--- src/rtl/trig_pkg.sv ---
// Shared constants, command opcodes and FSM state encodings for the
// trigger-board histogram readout path.
package trig_pkg;

    localparam int unsigned NHIST       = 8;
    localparam int unsigned NCH         = 16;
    localparam int unsigned HW          = 32;
    localparam int unsigned SETTLE      = 2;
    localparam int unsigned CLR_CYC     = 4;
    localparam int unsigned CHW         = 4;
    localparam int unsigned SELW        = 8;
    localparam int unsigned CNTW        = 3;
    localparam int unsigned FRAME_BYTES = 2 + NHIST * HW / 8;
    localparam int unsigned FRAMEW      = FRAME_BYTES * 8;
    localparam int unsigned IDXW        = 6;
    localparam int unsigned FIDXW       = 9;

    localparam logic [7:0] FRAME_SYNC = 8'hA5;

    typedef enum logic [1:0] {
        OP_DUMP_ALL = 2'd0,
        OP_DUMP_ONE = 2'd1,
        OP_CLEAR    = 2'd2,
        OP_RSVD     = 2'd3
    } cmd_op_e;

    localparam logic [2:0] S_IDLE   = 3'd0;
    localparam logic [2:0] S_SELECT = 3'd1;
    localparam logic [2:0] S_SETTLE = 3'd2;
    localparam logic [2:0] S_LATCH  = 3'd3;
    localparam logic [2:0] S_SEND   = 3'd4;
    localparam logic [2:0] S_NEXT   = 3'd5;
    localparam logic [2:0] S_CLEAR  = 3'd6;
    localparam logic [2:0] S_DONE   = 3'd7;

endpackage

--- src/rtl/frame_serializer.sv ---
// Walks one frame (sync, channel, little-endian shadow words) byte by byte
// over a valid/ready stream; holds data stable while the sink stalls.
module frame_serializer
    import trig_pkg::*;
(
    input  logic                  clk,
    input  logic                  nrst,
    input  logic                  start_i,
    input  logic [NHIST*HW-1:0]   words_i,
    input  logic [CHW-1:0]        chan_i,
    input  logic                  tx_ready_i,
    output logic [7:0]            tx_data_o,
    output logic                  tx_valid_o,
    output logic                  last_acc_c
);

    localparam logic [IDXW-1:0] LAST_IDX = IDXW'(FRAME_BYTES - 1);

    logic [IDXW-1:0]   idx_q, idx_d, next_idx_c;
    logic [7:0]        data_q, data_d;
    logic              valid_q, valid_d;
    logic [FRAMEW-1:0] frame_c;

    // Byte i of the frame lives at bits [i*8 +: 8].
    assign frame_c    = {words_i, {(8 - CHW){1'b0}}, chan_i, FRAME_SYNC};
    assign next_idx_c = idx_q + IDXW'(1);
    assign last_acc_c = valid_q && tx_ready_i && (idx_q == LAST_IDX);

    always_comb begin
        idx_d   = idx_q;
        data_d  = data_q;
        valid_d = valid_q;
        if (start_i) begin
            idx_d   = '0;
            data_d  = FRAME_SYNC;
            valid_d = 1'b1;
        end else if (valid_q && tx_ready_i) begin
            if (idx_q == LAST_IDX) begin
                valid_d = 1'b0;
            end else begin
                idx_d  = next_idx_c;
                data_d = frame_c[{next_idx_c, 3'b000} +: 8];
            end
        end
    end

    always_ff @(posedge clk or negedge nrst) begin
        if (!nrst) begin
            idx_q   <= '0;
            data_q  <= '0;
            valid_q <= 1'b0;
        end else begin
            idx_q   <= idx_d;
            data_q  <= data_d;
            valid_q <= valid_d;
        end
    end

    assign tx_data_o  = data_q;
    assign tx_valid_o = valid_q;

endmodule

--- src/rtl/histo_readout_ctrl.sv ---
// Command-driven scheduler: steps histogram select lines, latches the bin
// words into a shadow register, streams framed bytes, and sequences clears.
module histo_readout_ctrl
    import trig_pkg::*;
(
    input  logic                  clk,
    input  logic                  nrst,
    input  logic                  cmd_valid,
    output logic                  cmd_ready,
    input  logic [1:0]            cmd_op,
    input  logic [CHW-1:0]        cmd_chan,
    output logic [SELW-1:0]       hist_sel,
    input  logic [NHIST*HW-1:0]   histos_in,
    output logic                  resethist,
    output logic [7:0]            tx_data,
    output logic                  tx_valid,
    input  logic                  tx_ready,
    output logic                  busy,
    output logic                  done
);

    logic [2:0]          state_q, state_d;
    cmd_op_e             op_q, op_d;
    logic [CHW-1:0]      chan_q, chan_d;
    logic [CNTW-1:0]     cnt_q, cnt_d;
    logic [SELW-1:0]     hist_sel_q, hist_sel_d;
    logic [NHIST*HW-1:0] shadow_q, shadow_d;
    logic                cmd_ready_q, busy_q, resethist_q, done_q;
    logic                start_c, last_acc_c;

    always_comb begin
        state_d    = state_q;
        op_d       = op_q;
        chan_d     = chan_q;
        cnt_d      = cnt_q;
        hist_sel_d = hist_sel_q;
        shadow_d   = shadow_q;
        start_c    = 1'b0;
        case (state_q)
            S_IDLE: begin
                if (cmd_valid && cmd_ready_q) begin
                    op_d   = cmd_op_e'(cmd_op);
                    chan_d = (cmd_op_e'(cmd_op) == OP_DUMP_ONE) ? cmd_chan : '0;
                    cnt_d  = '0;
                    case (cmd_op_e'(cmd_op))
                        OP_DUMP_ALL, OP_DUMP_ONE: state_d = S_SELECT;
                        OP_CLEAR:                 state_d = S_CLEAR;
                        default:                  state_d = S_DONE;
                    endcase
                end
            end
            S_SELECT: begin
                hist_sel_d = SELW'(chan_q);
                cnt_d      = '0;
                state_d    = S_SETTLE;
            end
            S_SETTLE: begin
                if (cnt_q == CNTW'(SETTLE - 1)) state_d = S_LATCH;
                else                            cnt_d   = cnt_q + CNTW'(1);
            end
            S_LATCH: begin
                shadow_d = histos_in;
                start_c  = 1'b1;
                state_d  = S_SEND;
            end
            S_SEND: begin
                if (last_acc_c) state_d = S_NEXT;
            end
            S_NEXT: begin
                // Dump-all stops on the last channel by compare, never by wrap.
                if (op_q == OP_DUMP_ALL && chan_q != CHW'(NCH - 1)) begin
                    chan_d  = chan_q + CHW'(1);
                    state_d = S_SELECT;
                end else begin
                    state_d = S_DONE;
                end
            end
            S_CLEAR: begin
                if (cnt_q == CNTW'(CLR_CYC - 1)) state_d = S_DONE;
                else                             cnt_d   = cnt_q + CNTW'(1);
            end
            S_DONE:  state_d = S_IDLE;
            default: state_d = S_IDLE;
        endcase
    end

    always_ff @(posedge clk or negedge nrst) begin
        if (!nrst) begin
            state_q     <= S_IDLE;
            op_q        <= OP_DUMP_ALL;
            chan_q      <= '0;
            cnt_q       <= '0;
            hist_sel_q  <= '0;
            shadow_q    <= '0;
            cmd_ready_q <= 1'b1;
            busy_q      <= 1'b0;
            resethist_q <= 1'b0;
            done_q      <= 1'b0;
        end else begin
            state_q     <= state_d;
            op_q        <= op_d;
            chan_q      <= chan_d;
            cnt_q       <= cnt_d;
            hist_sel_q  <= hist_sel_d;
            shadow_q    <= shadow_d;
            cmd_ready_q <= (state_d == S_IDLE);
            busy_q      <= (state_d != S_IDLE);
            resethist_q <= (state_d == S_CLEAR);
            done_q      <= (state_q == S_DONE);
        end
    end

    frame_serializer u_ser (
        .clk        (clk),
        .nrst       (nrst),
        .start_i    (start_c),
        .words_i    (shadow_q),
        .chan_i     (chan_q),
        .tx_ready_i (tx_ready),
        .tx_data_o  (tx_data),
        .tx_valid_o (tx_valid),
        .last_acc_c (last_acc_c)
    );

    assign cmd_ready = cmd_ready_q;
    assign busy      = busy_q;
    assign resethist = resethist_q;
    assign done      = done_q;
    assign hist_sel  = hist_sel_q;

endmodule

--- config.mk ---
export PLATFORM = sky130hd
export DESIGN_NAME = histo_readout_ctrl
export DESIGN_NICKNAME = d
export VERILOG_FILES = /design/src/rtl/trig_pkg.sv /design/src/rtl/frame_serializer.sv /design/src/rtl/histo_readout_ctrl.sv
export SDC_FILE = /design/constraint.sdc
export NUM_CORES = 1
export LEC_CHECK = 0
export CAP_MARGIN = 20
export CORE_ASPECT_RATIO = 0.7
export CORE_MARGIN = 3
export CORE_UTILIZATION = 55
export CTS_CLUSTER_DIAMETER = 150
export DETAILED_ROUTE_END_ITERATION = 16
export GPL_TIMING_DRIVEN = 1
export HOLD_SLACK_MARGIN = 0.02
export PLACE_DENSITY = 0.9
export RECOVER_POWER = 50
export SYNTH_ARGS = -nofsm -noshare
export SYNTH_HDL_FRONTEND = slang
export SYNTH_SLANG_ARGS = --single-unit
--- constraint.sdc ---
create_clock -name clk -period 5.4 [get_ports clk]
set_input_delay 0.54 -clock clk [delete_from_list [all_inputs] [get_ports clk]]
set_output_delay 0.54 -clock clk [all_outputs]
set_load 0.03 [all_outputs]
* After elaboration in Yosys (flattened, before gate mapping)
Cells that the tools add are included.
** Storage, ports and cells
- Bits in latches :: 0
- Memories kept :: 0
- Bits of input ports :: 266
- Flip-flop bits (word level) :: 291
- RAM bits :: 0
- Memory bits (read-only) :: 0
** Cells by class
- Divide/modulo/power cells :: 0
- $add $sub $neg :: 3
- Reduce and logical (&&, ||, !) cells :: 19
- $mul :: 0
- $lt $le $gt $ge :: 0
- Shift-type cells :: 1
- Muxes and demuxes :: 25
- Eq/ne operators :: 19
- Bitwise logic cells :: 0
** Operators by type and width (number)
- $shiftx 272x10->8 :: 1
- $mux 3 :: 8
- $mux 8 :: 3
- $pmux 3 s8 :: 1
- $mux 6 :: 3
- $eq 3x3->1 const B :: 5
- $mux 4 :: 3
- $pmux 3 s4 :: 1
- $ne 2x2->1 const B :: 5
- $eq 3x2->1 const B :: 3
- $pmux 4 s2 :: 1
- $add 6x1->6 const B :: 1
- $eq 3x1->1 const B :: 2
- $eq 6x6->1 const B :: 1
- $logic_not 3->1 :: 2
- $pmux 3 s2 :: 1
- $reduce_and 2->1 :: 3
- $reduce_bool 2->1 :: 3
- $add 4x1->4 const B :: 1
- $logic_and 1x1->1 :: 4
- $logic_not 2->1 :: 2
- $mux 1 :: 4
- $ne 4x4->1 const B :: 1
- $reduce_and 4->1 :: 1
- other kinds (7) :: 7

* Depth between registers and ports, before layout
Gate-level depths: netlist (run 1).
- Depth in word-level cells :: 6
- Gate-level depth with buffers :: 11

* Hierarchy
Synthesis (run 1) repeated with hierarchy kept, for this count alone.
** Unflattened totals
- Cell total of the unflattened synthesis :: 1470
- Area total of the unflattened synthesis :: 13935.9 µm²
** Modules (own cells, without submodules)
- histo_readout_ctrl :: times used 1, cells an instance 1186, area an instance 10769.1 µm²
- frame_serializer :: times used 1, cells an instance 284, area an instance 3166.8 µm²

* Worst setup path after synthesis (run 1)
OpenSTA, ideal clock, no wires.
- Path kind :: reg-to-reg
- Start point :: register u_ser.idx_q[1]
- End point :: register u_ser.data_q[3], in the netlist u_ser.tx_data_o[3]
- Library setup time :: 131 ps
- Period minus slack after synthesis :: 2357 ps
- Setup slack :: 3043 ps
- Arrival :: 2226 ps
- Buffers on the path :: 2
- Cell stages (with the launch flop) :: 9
- Required time :: 5269 ps
- Cell sequence :: dfrtp_1 > inv_1 > ha_1 > buf_2 > clkbuf_1 > mux4_2 > mux4_2 > a22oi_1 > o21ai_1
** Between the ends
- Longest elaborated chain between the ends :: 5
** Ends and longest elaborated chain
- from (decl) :: RTL line frame_serializer.sv:19 : logic [IDXW-1:0] idx_q, idx_d, next_idx_c;
- from (signal assigned) :: RTL line frame_serializer.sv:53 : idx_q <= idx_d;
- $add 6x1->6 :: RTL line frame_serializer.sv:26 : assign next_idx_c = idx_q + IDXW'(1);
- $shiftx 272x10->8 :: RTL line frame_serializer.sv:42 : data_d = frame_c[{next_idx_c, 3'b000} +: 8];
- $mux 8 :: RTL line frame_serializer.sv:38 : if (idx_q == LAST_IDX) begin
- $mux 8 :: RTL line frame_serializer.sv:37 : end else if (valid_q && tx_ready_i) begin
- $mux 8 :: RTL line frame_serializer.sv:33 : if (start_i) begin
- to (signal assigned) :: RTL line frame_serializer.sv:54 : data_q <= data_d;
- to (decl) :: RTL line frame_serializer.sv:20 : logic [7:0] data_q, data_d;
Parallel ways exist; a longest one is shown, timed or not. The select of a mux whose other input is x is not followed.
A chain may end at the register's enable or synchronous reset.

==> results of run 1 <==
synthesized netlist by cell type (all sizes together):
cell / n
nand2: 807
dfrtp: 290
clkbuf: 67
mux4: 63
o21ai: 30
buf: 23
nor2: 23
mux2i: 17
a21oi: 15
mux2: 12
nand3: 10
a22oi: 9
inv: 8
nand4: 7
ha: 6
nor3: 5
a31oi: 4
nor2b: 4
xnor2: 4
xor2: 4
and2: 3
and3: 3
nand2b: 3
o211ai: 2
o22ai: 2
a21o: 1
a221o: 1
a22o: 1
a311oi: 1
a41oi: 1
and4b: 1
conb: 1
dfstp: 1
nand4b: 1
nor3b: 1
nor4: 1
o311ai: 1
or2: 1
or3: 1
how the worst min path moves through the flow:
| stage | startpoint | end | slack [ns] | cells after the start |
|---|---|---|---|---|
| 3_5_place_dp | shadow_q[248]$_DFFE_PN0P_ | shadow_q[248]$_DFFE_PN0P_ | 0.46 | 2 |
| 5_1_grt | shadow_q[249]$_DFFE_PN0P_ | shadow_q[249]$_DFFE_PN0P_ | 0.49 | 2 |
| 2_1_floorplan | nrst | busy$_DFF_PN0_ | 0.24 | 0 |
| 6_report | shadow_q[188]$_DFFE_PN0P_ | shadow_q[188]$_DFFE_PN0P_ | 0.48 | 2 |
| 3_3_place_gp | shadow_q[253]$_DFFE_PN0P_ | shadow_q[253]$_DFFE_PN0P_ | 0.45 | 2 |
| 4_1_cts | nrst | busy$_DFF_PN0_ | 0.14 | 1 |
through the flow:
stage / hold slack [ns] / worst slack, ns / total power (uW) / instance area (um^2)
floorplan: 0.244 / 3.04 / 6750 / 13400
global placement: 0.454 / 1.98 / 8120 / 16300
detailed placement: 0.458 / 1.90 / 8300 / 16300
CTS: 0.144 / 1.89 / 10500 / 17300
global route: 0.495 / 1.07 / 11100 / 17300
finish: 0.478 / 1.75 / 10500 / 17300
report_power, final:
group,internal (uW),total (uW),switching [uW],leakage [uW]
clock,1260,2110,844,0.000495
sequential,3270,4350,1080,0.00352
combinational,2020,4100,2080,0.00431
area by class of cell:
cell class	instances	share of cell area
Tap cell	318	0.0230
Sequential cell	291	0.421
Timing Repair Buffer	292	0.169
Multi-Input combinational cell	1049	0.328
Inverter	8	0.00173
Clock buffer	39	0.0481
Clock inverter	12	0.00939
flip-flops by register name (all words and copies together), names as in the netlist:
name,count
cmd_ready,1
hist_sel,4
resethist,1
busy,1
shadow_q,256
op_q,2
cnt_q,3
state_q,3
chan_q,4
u_ser.tx_data_o,8
u_ser.idx_q,6
u_ser.tx_valid_o,1
done,1
per-layer routing:
layer | up-vias | part of all wire | global-route usage
met1 | 5467 | 0.42 | 0.484
li1 | 5090 | - | -
met3 | 93 | 0.14 | 0.110
met4 | 2 | 0.026 | 0.0736
met2 | 734 | 0.42 | 0.447
met5 | - | 0.00031 | 0
logic make-up (layout without fill, tap and decap cells):
logic type,count (synthesis),in the layout
AOI/OAI and AO/OA,68,68
xor gates and xnor gates,8,8
adders and majority gates,6,6
buffers and inverters,98,351
DFF,291,291
muxes,92,92
other,1,4
and+or+nand+nor,871,871
==> summary.md, run 1 <==
| Metric | Value |
|---|---|
| Setup TNS | 0 ns |
| RSZ-0062 raised after global routing | no |
| Die Footprint | 26200 um^2 |
| CP peak stage delay | 2.09 ns |
| Crit path to | shadow_q[96]$_DFFE_PN0P_ |
| #FFs+latches synth | around 290 |
| Reg clk slew, reported paths | 0.06 ns |
| Relative slew slack | -1.05 |
| Nets | roughly 1.9k |
| DRC violations left | 0 |
| GRT overflow | 0 |
| Slew Viols, Final | 123 |
| Initial core utilization | 0.562 |
| Distinct cells, synth | between 40 and 50 |
| Crit-path leading delay family | buffers and inverters |
| CTS Hold Bufs | 0 |
| Crit path from | nrst |
| Top cells by area, synth | dfrtp_1, nand2_1, mux4_2 |
| R2R depth | 5 |
| Cells after synthesis | 1435 |
| Final RePlAce weighted congestion | 1.02 |
| CP Data Arrival Time | 4.07 ns |
| Post-route ant nets | 0 |
| Worst slew pin tran | 3.07 ns |
| Worst Setup End Kind | asynchronous set/reset pin |
| PostCTS Resize Cnt | 0 |
| Port buffer count | 282 |
| Root buffer cell | clkbuf_16 |
| Layout fillers | 1649 |
| Worst vdd ir | 489 uV |
| Layout cells sized above 1 | 0.0840 |
| Outcome | finished with violations |
| Highest-count cells in the layout ignoring fill and taps | nand2_1, dfrtp_1, clkdlybuf4s50_1 |
| Critical path peak fanout | 122 |
| HP Class | reg2reg |
| Final core utilization | 0.729 |
| Post-Synth Adder-Cell Area | 0.00563 |
| H-tree depth | 1 |
| Core area | between 20000 and 25000 um^2 |
| Drt pass-1 iters | 6 |
| Final WL | approximately 42 mm |
| WP data required | ~5.8 ns |
| Synthesized area per cell | 9.30 um^2 |
| Critical path cell sequence | clkbuf_2 -> clkbuf_2 |
| Highest Clock Rate | 274 MHz |
| Final min period | 3.65 ns |
| Worst setup SP type | primary input |
| Multi-input gate area | 5690 um^2 |
| Final Hold Viols | 0 |
| First-pass GRT wire length | 63.4 mm |
| Cts bufs inserted | 28 |
| Clock tree from TritonCTS | done |
| R2r setup slk | between 1.5 and 2 ns |
| Type of the worst setup path | in2async |
| Via/cell ratio | 5.67 |
| Failing checks | capacitance limit, slew limit |
| Slowest CP cell | clkbuf_2 |
| Dominant cell type by area after synthesis | dfrtp_1 |
| Die W | between 150 and 200 um |
| Reported max-cap violation count | 1 |
| Diode count | 0 |
| Setup Skew | 0.0111 ns |
| GRT Overall Usage | 0.319 |
| Sequential-to-total area share from yosys stat | 0.546 |
| Clock sink total | ~290 |
| Simple logic cell fraction of the synthesized area | 0.252 |
| Clock tree buffer depth | 3 |
| Reg2reg start | u_ser.idx_q[0]$_DFFE_PN0P_ |
| DRT iter0 DRCs | 1359 |
| Seq. cell area | 7290 um^2 |
| Crit path depth | 2 |
| Number of global-route vias before repair | 11.1k |
| Clock Latency Late Sink | 0.54 ns |
| Layout area overhead | 29.9% |
| Initial antenna violation count | 1 |
| Final Cycle Share | 0.675 |
| R2r endpoint | u_ser.tx_data_o[6]$_DFFE_PN0P_ |
| Post-synthesis mux area share | 0.129 |
| I/O Pins | 287 |
| Power density over the cells | about 600 nW/um^2 |
| Setup bufs post-CTS | 0 |
| Area fraction of the dominant cell type after synthesis | 0.544 |
| Mapped cell area | 13300 um^2 |
| WL/cell | around 21 um |
| Vias | 11.4k |
| Post-synthesis compound-gate area fraction | 0.0298 |
| Inst Count DP | around 2k |
| Synth Area in XOR/XNOR | 0.00581 |
| Yosys warns | 0 |
| Final non-filler cell total | ~2.0k |
| Hpwl dp | 30.2 mm |
| Die Span Y | 136 um |
| Worst path buffer plus inverter count | 2 |
| Leak Pwr | 0.00833 uW |
| Setup violations, final | 0 |
| Dominant cell type by count on the critical path | clkbuf_2 |
| Leading cell type in the layout, fill and taps excluded | nand2_1 |
| Rows | 47 |
| Largest family of logic cells by synthesized area | simple AND/OR/NAND/NOR gates |
| Pin count of the biggest net entering global routing | 208 |
Note: power is estimated with default switching activity, not from simulation.
==> run 2, diff against run 1 <==
--- a/config.mk
+++ b/config.mk
@@ -8,12 +8,12 @@
 export CAP_MARGIN = 20
 export CORE_ASPECT_RATIO = 0.7
 export CORE_MARGIN = 3
-export CORE_UTILIZATION = 55
+export CORE_UTILIZATION = 46
 export CTS_CLUSTER_DIAMETER = 150
 export DETAILED_ROUTE_END_ITERATION = 16
 export GPL_TIMING_DRIVEN = 1
 export HOLD_SLACK_MARGIN = 0.02
-export PLACE_DENSITY = 0.9
+export PLACE_DENSITY = 0.8
 export RECOVER_POWER = 50
 export SYNTH_ARGS = -nofsm -noshare
 export SYNTH_HDL_FRONTEND = slang
==> constraint.sdc (replaced) <==
create_clock -name clk -period 3 [get_ports clk]
set_input_delay 0.3 -clock clk [delete_from_list [all_inputs] [get_ports clk]]
set_output_delay 0.3 -clock clk [all_outputs]
set_load 0.03 [all_outputs]
==> run 2 against run 1 <==
Effect of this change: the flow still finishes with violations (capacitance limit, slew limit); non-clock buffer count increased by 14; worst setup slack got worse by 1.4 ns; global-route usage decreased by 4.9 points; power increased by 79%; combinational power increased by 90%; final cell count increased by 3.2%; flip-flop and latch count unchanged; sequential share of layout area decreased by 0.27 points; critical path type is now reg2reg; worst hold slack got worse by 0.19 ns; final area increased by 0.66%; clock power increased by 69%.
==> summary.md, run 2 (synthesis gave the netlist of run 1 again) <==
| Metric | Value |
|---|---|
| Outcome | finished with violations |
| Failing checks | capacitance limit, slew limit |
| R2r endpoint | shadow_q[102]$_DFFE_PN0P_ |
| Setup Skew | 0.00684 ns |
| Final Cycle Share | 0.883 |
| Layout fillers | 2316 |
| Hpwl dp | approximately 31 mm |
| I/O Pins | roughly 290 |
| Worst Setup End Kind | flop |
| Leading cell type in the layout, fill and taps excluded | nand2_1 |
| First-pass GRT wire length | 65.6 mm |
| Final RePlAce weighted congestion | between 0.9 and 1 |
| Min-delay src | histos_in[18] |
| Final min period | 2.65 ns |
| Hold depth | 3 |
| Layout cells sized above 1 | 0.0899 |
| Power share of the clock group | 0.189 |
| Internal power | around 12000 uW |
| R2r setup slk | 0.35 ns |
| Rows | approximately 50 |
| HP Class | in2reg |
| Max reg flops | 256 |
| Initial core utilization | 0.473 |
| CTS Hold Bufs | 1 |
| Worst slew pin tran | 1.60 ns |
| Die Footprint | 31100 um^2 |
| GRT Overall Usage | 0.271 |
| Type of the worst setup path | reg2reg |
| Inst Count DP | 2024 |
| Vias | 11.4k |
| Die Span Y | 148 um |
| Nets | 1955 |
| Root buffer cell | clkbuf_16 |
| Clock Latency Late Sink | 0.53 ns |
| Cts bufs inserted | 27 |
| Drt pass-1 iters | 5 |
| Clock tree buffer depth | 3 |
| Setup TNS | 0 ns |
| Clock sink total | 291 |
| Seq pwr share | 0.398 |
| Leak Pwr | roughly 0.0084 uW |
| Setup bufs post-CTS | 0 |
| Initial antenna violation count | 2 |
| PostCTS Resize Cnt | 0 |
| H-tree depth | 1 |
| Final non-filler cell total | 2074 |
| Final Hold Viols | 0 |
| Power density over the cells | 1080 nW/um^2 |
| WP data required | about 3.5 ns |
| Combinational Power Share | 0.413 |
| Critical path peak fanout | 85 |
| Port buffer count | about 280 |
| Die W | 210 um |
| Final WL | around 42 mm |
| Worst vdd ir | 591 uV |
| Reg clk slew, reported paths | 0.07 ns |
| RSZ-0062 raised after global routing | no |
| Highest-count cells in the layout ignoring fill and taps | nand2_1, dfrtp_1, clkdlybuf4s50_1 |
| Placed cell areas | 16600 um^2 |
| Final core utilization | 0.618 |
| Setup violations, final | 0 |
| Layout area overhead | 30.7% |
| Power Total | 18900 uW |
| GRT overflow | 0 |
| Relative slew slack | -0.0653 |
| Clock tree from TritonCTS | done |
| Hold Path End | shadow_q[18]$_DFFE_PN0P_ |
| Worst setup SP type | flop |
| R2R depth | 5 |
| Via/cell ratio | 5.49 |
| Switching part of the total | 0.379 |
| Reported max-cap violation count | 1 |
| Core area | approximately 28000 um^2 |
| CP Data Arrival Time | 3.12 ns |
| Slew Viols, Final | 69 |
| WL/cell | between 20 and 25 um |
| Final cell area excluding filler cells | 17400 um^2 |
| Number of global-route vias before repair | 11.2k |
| Switching power | ~7200 uW |
| Pin count of the biggest net entering global routing | 133 |
| Reg2reg start | state_q[0]$_DFF_PN0_ |
| DRC violations left | 0 |
| Highest Clock Rate | roughly 380 MHz |
| Post-route ant nets | 0 |
| Biggest register | shadow_q |
| DRT iter0 DRCs | 1161 |
==> run 2: changes by cell type in the layout (fill, tap and decap cells not counted), moves of 2 or more <==
| cell | change |
|---|---|
| clkbuf_4 | +2 |
| buf_2 | +2 |
| clkbuf_16 | -2 |
| buf_4 | +10 |
| clkbuf_2 | -2 |
==> run 2: how the worst max path moves through the flow <==
stage	startpoint	depth (start not counted)	endpoint
final	state_q[0]$_DFF_PN0_	5	shadow_q[102]$_DFFE_PN0P_
after global routing	state_q[0]$_DFF_PN0_	5	shadow_q[143]$_DFFE_PN0P_
after CTS	u_ser.idx_q[0]$_DFFE_PN0P_	5	u_ser.tx_data_o[4]$_DFFE_PN0P_
after detailed placement	u_ser.idx_q[0]$_DFFE_PN0P_	5	u_ser.tx_data_o[4]$_DFFE_PN0P_
after global placement	u_ser.idx_q[0]$_DFFE_PN0P_	5	u_ser.tx_data_o[4]$_DFFE_PN0P_
after floorplan	u_ser.idx_q[1]$_DFFE_PN0P_	8	u_ser.tx_data_o[3]$_DFFE_PN0P_
==> run 2: critical path, cell delays in order, from the launching register on <==
cell and delay [ns]:
dfrtp_1 0.54, nand2_1 0.18, nor2_4 0.21, buf_2 1.07, nand2_1 0.33, nand2_1 0.14
==> run 2: area by class of cell <==
class                   count  area [um^2]  area share
clock buffers              37          783      0.0449
well taps                 371          464      0.0266
inverters                   8         30.0     0.00172
multi-input cells        1049         5700       0.327
repair buffers            306         3040       0.174
flip-flops and latches    291         7290       0.418
clock inverters            11          135     0.00775
diodes                      1         2.50    0.000144
==> run 2: power groups by stage <==
stage | logic [uW] | registers [uW] | clock network (uW)
floorplan | 5370 | 6790 | 0
global placement | 7420 | 7460 | 0
detailed placement | 7740 | 7430 | 0
CTS | 7810 | 7420 | 3600
global route | 8580 | 7650 | 3780
finish | 7790 | 7510 | 3570
==> run 2: per-stage QoR <==
step | hold WS [ns] | setup WS [ns]
CTS | 0.280 | 0.377
global route | 0.301 | 0.147
floorplan | 0.00441 | 0.643
finish | 0.289 | 0.351
detailed placement | 0.360 | 0.395
global placement | 0.359 | 0.454
==> run 2: metal layers <==
layer	GRT usage	part of all wire
met3	0.0772	0.12
met4	0.0472	0.019
met2	0.373	0.41
met1	0.431	0.45
met5	0	0.00031
==> run 3, diff against run 2 <==
--- a/config.mk
+++ b/config.mk
@@ -9,7 +9,7 @@
 export CORE_ASPECT_RATIO = 0.7
 export CORE_MARGIN = 3
 export CORE_UTILIZATION = 46
-export CTS_CLUSTER_DIAMETER = 150
+export CTS_CLUSTER_DIAMETER = 120
 export DETAILED_ROUTE_END_ITERATION = 16
 export GPL_TIMING_DRIVEN = 1
 export HOLD_SLACK_MARGIN = 0.02
==> results of run 3 <==
Final layout, timing and power as in run 2 (identical DEF).
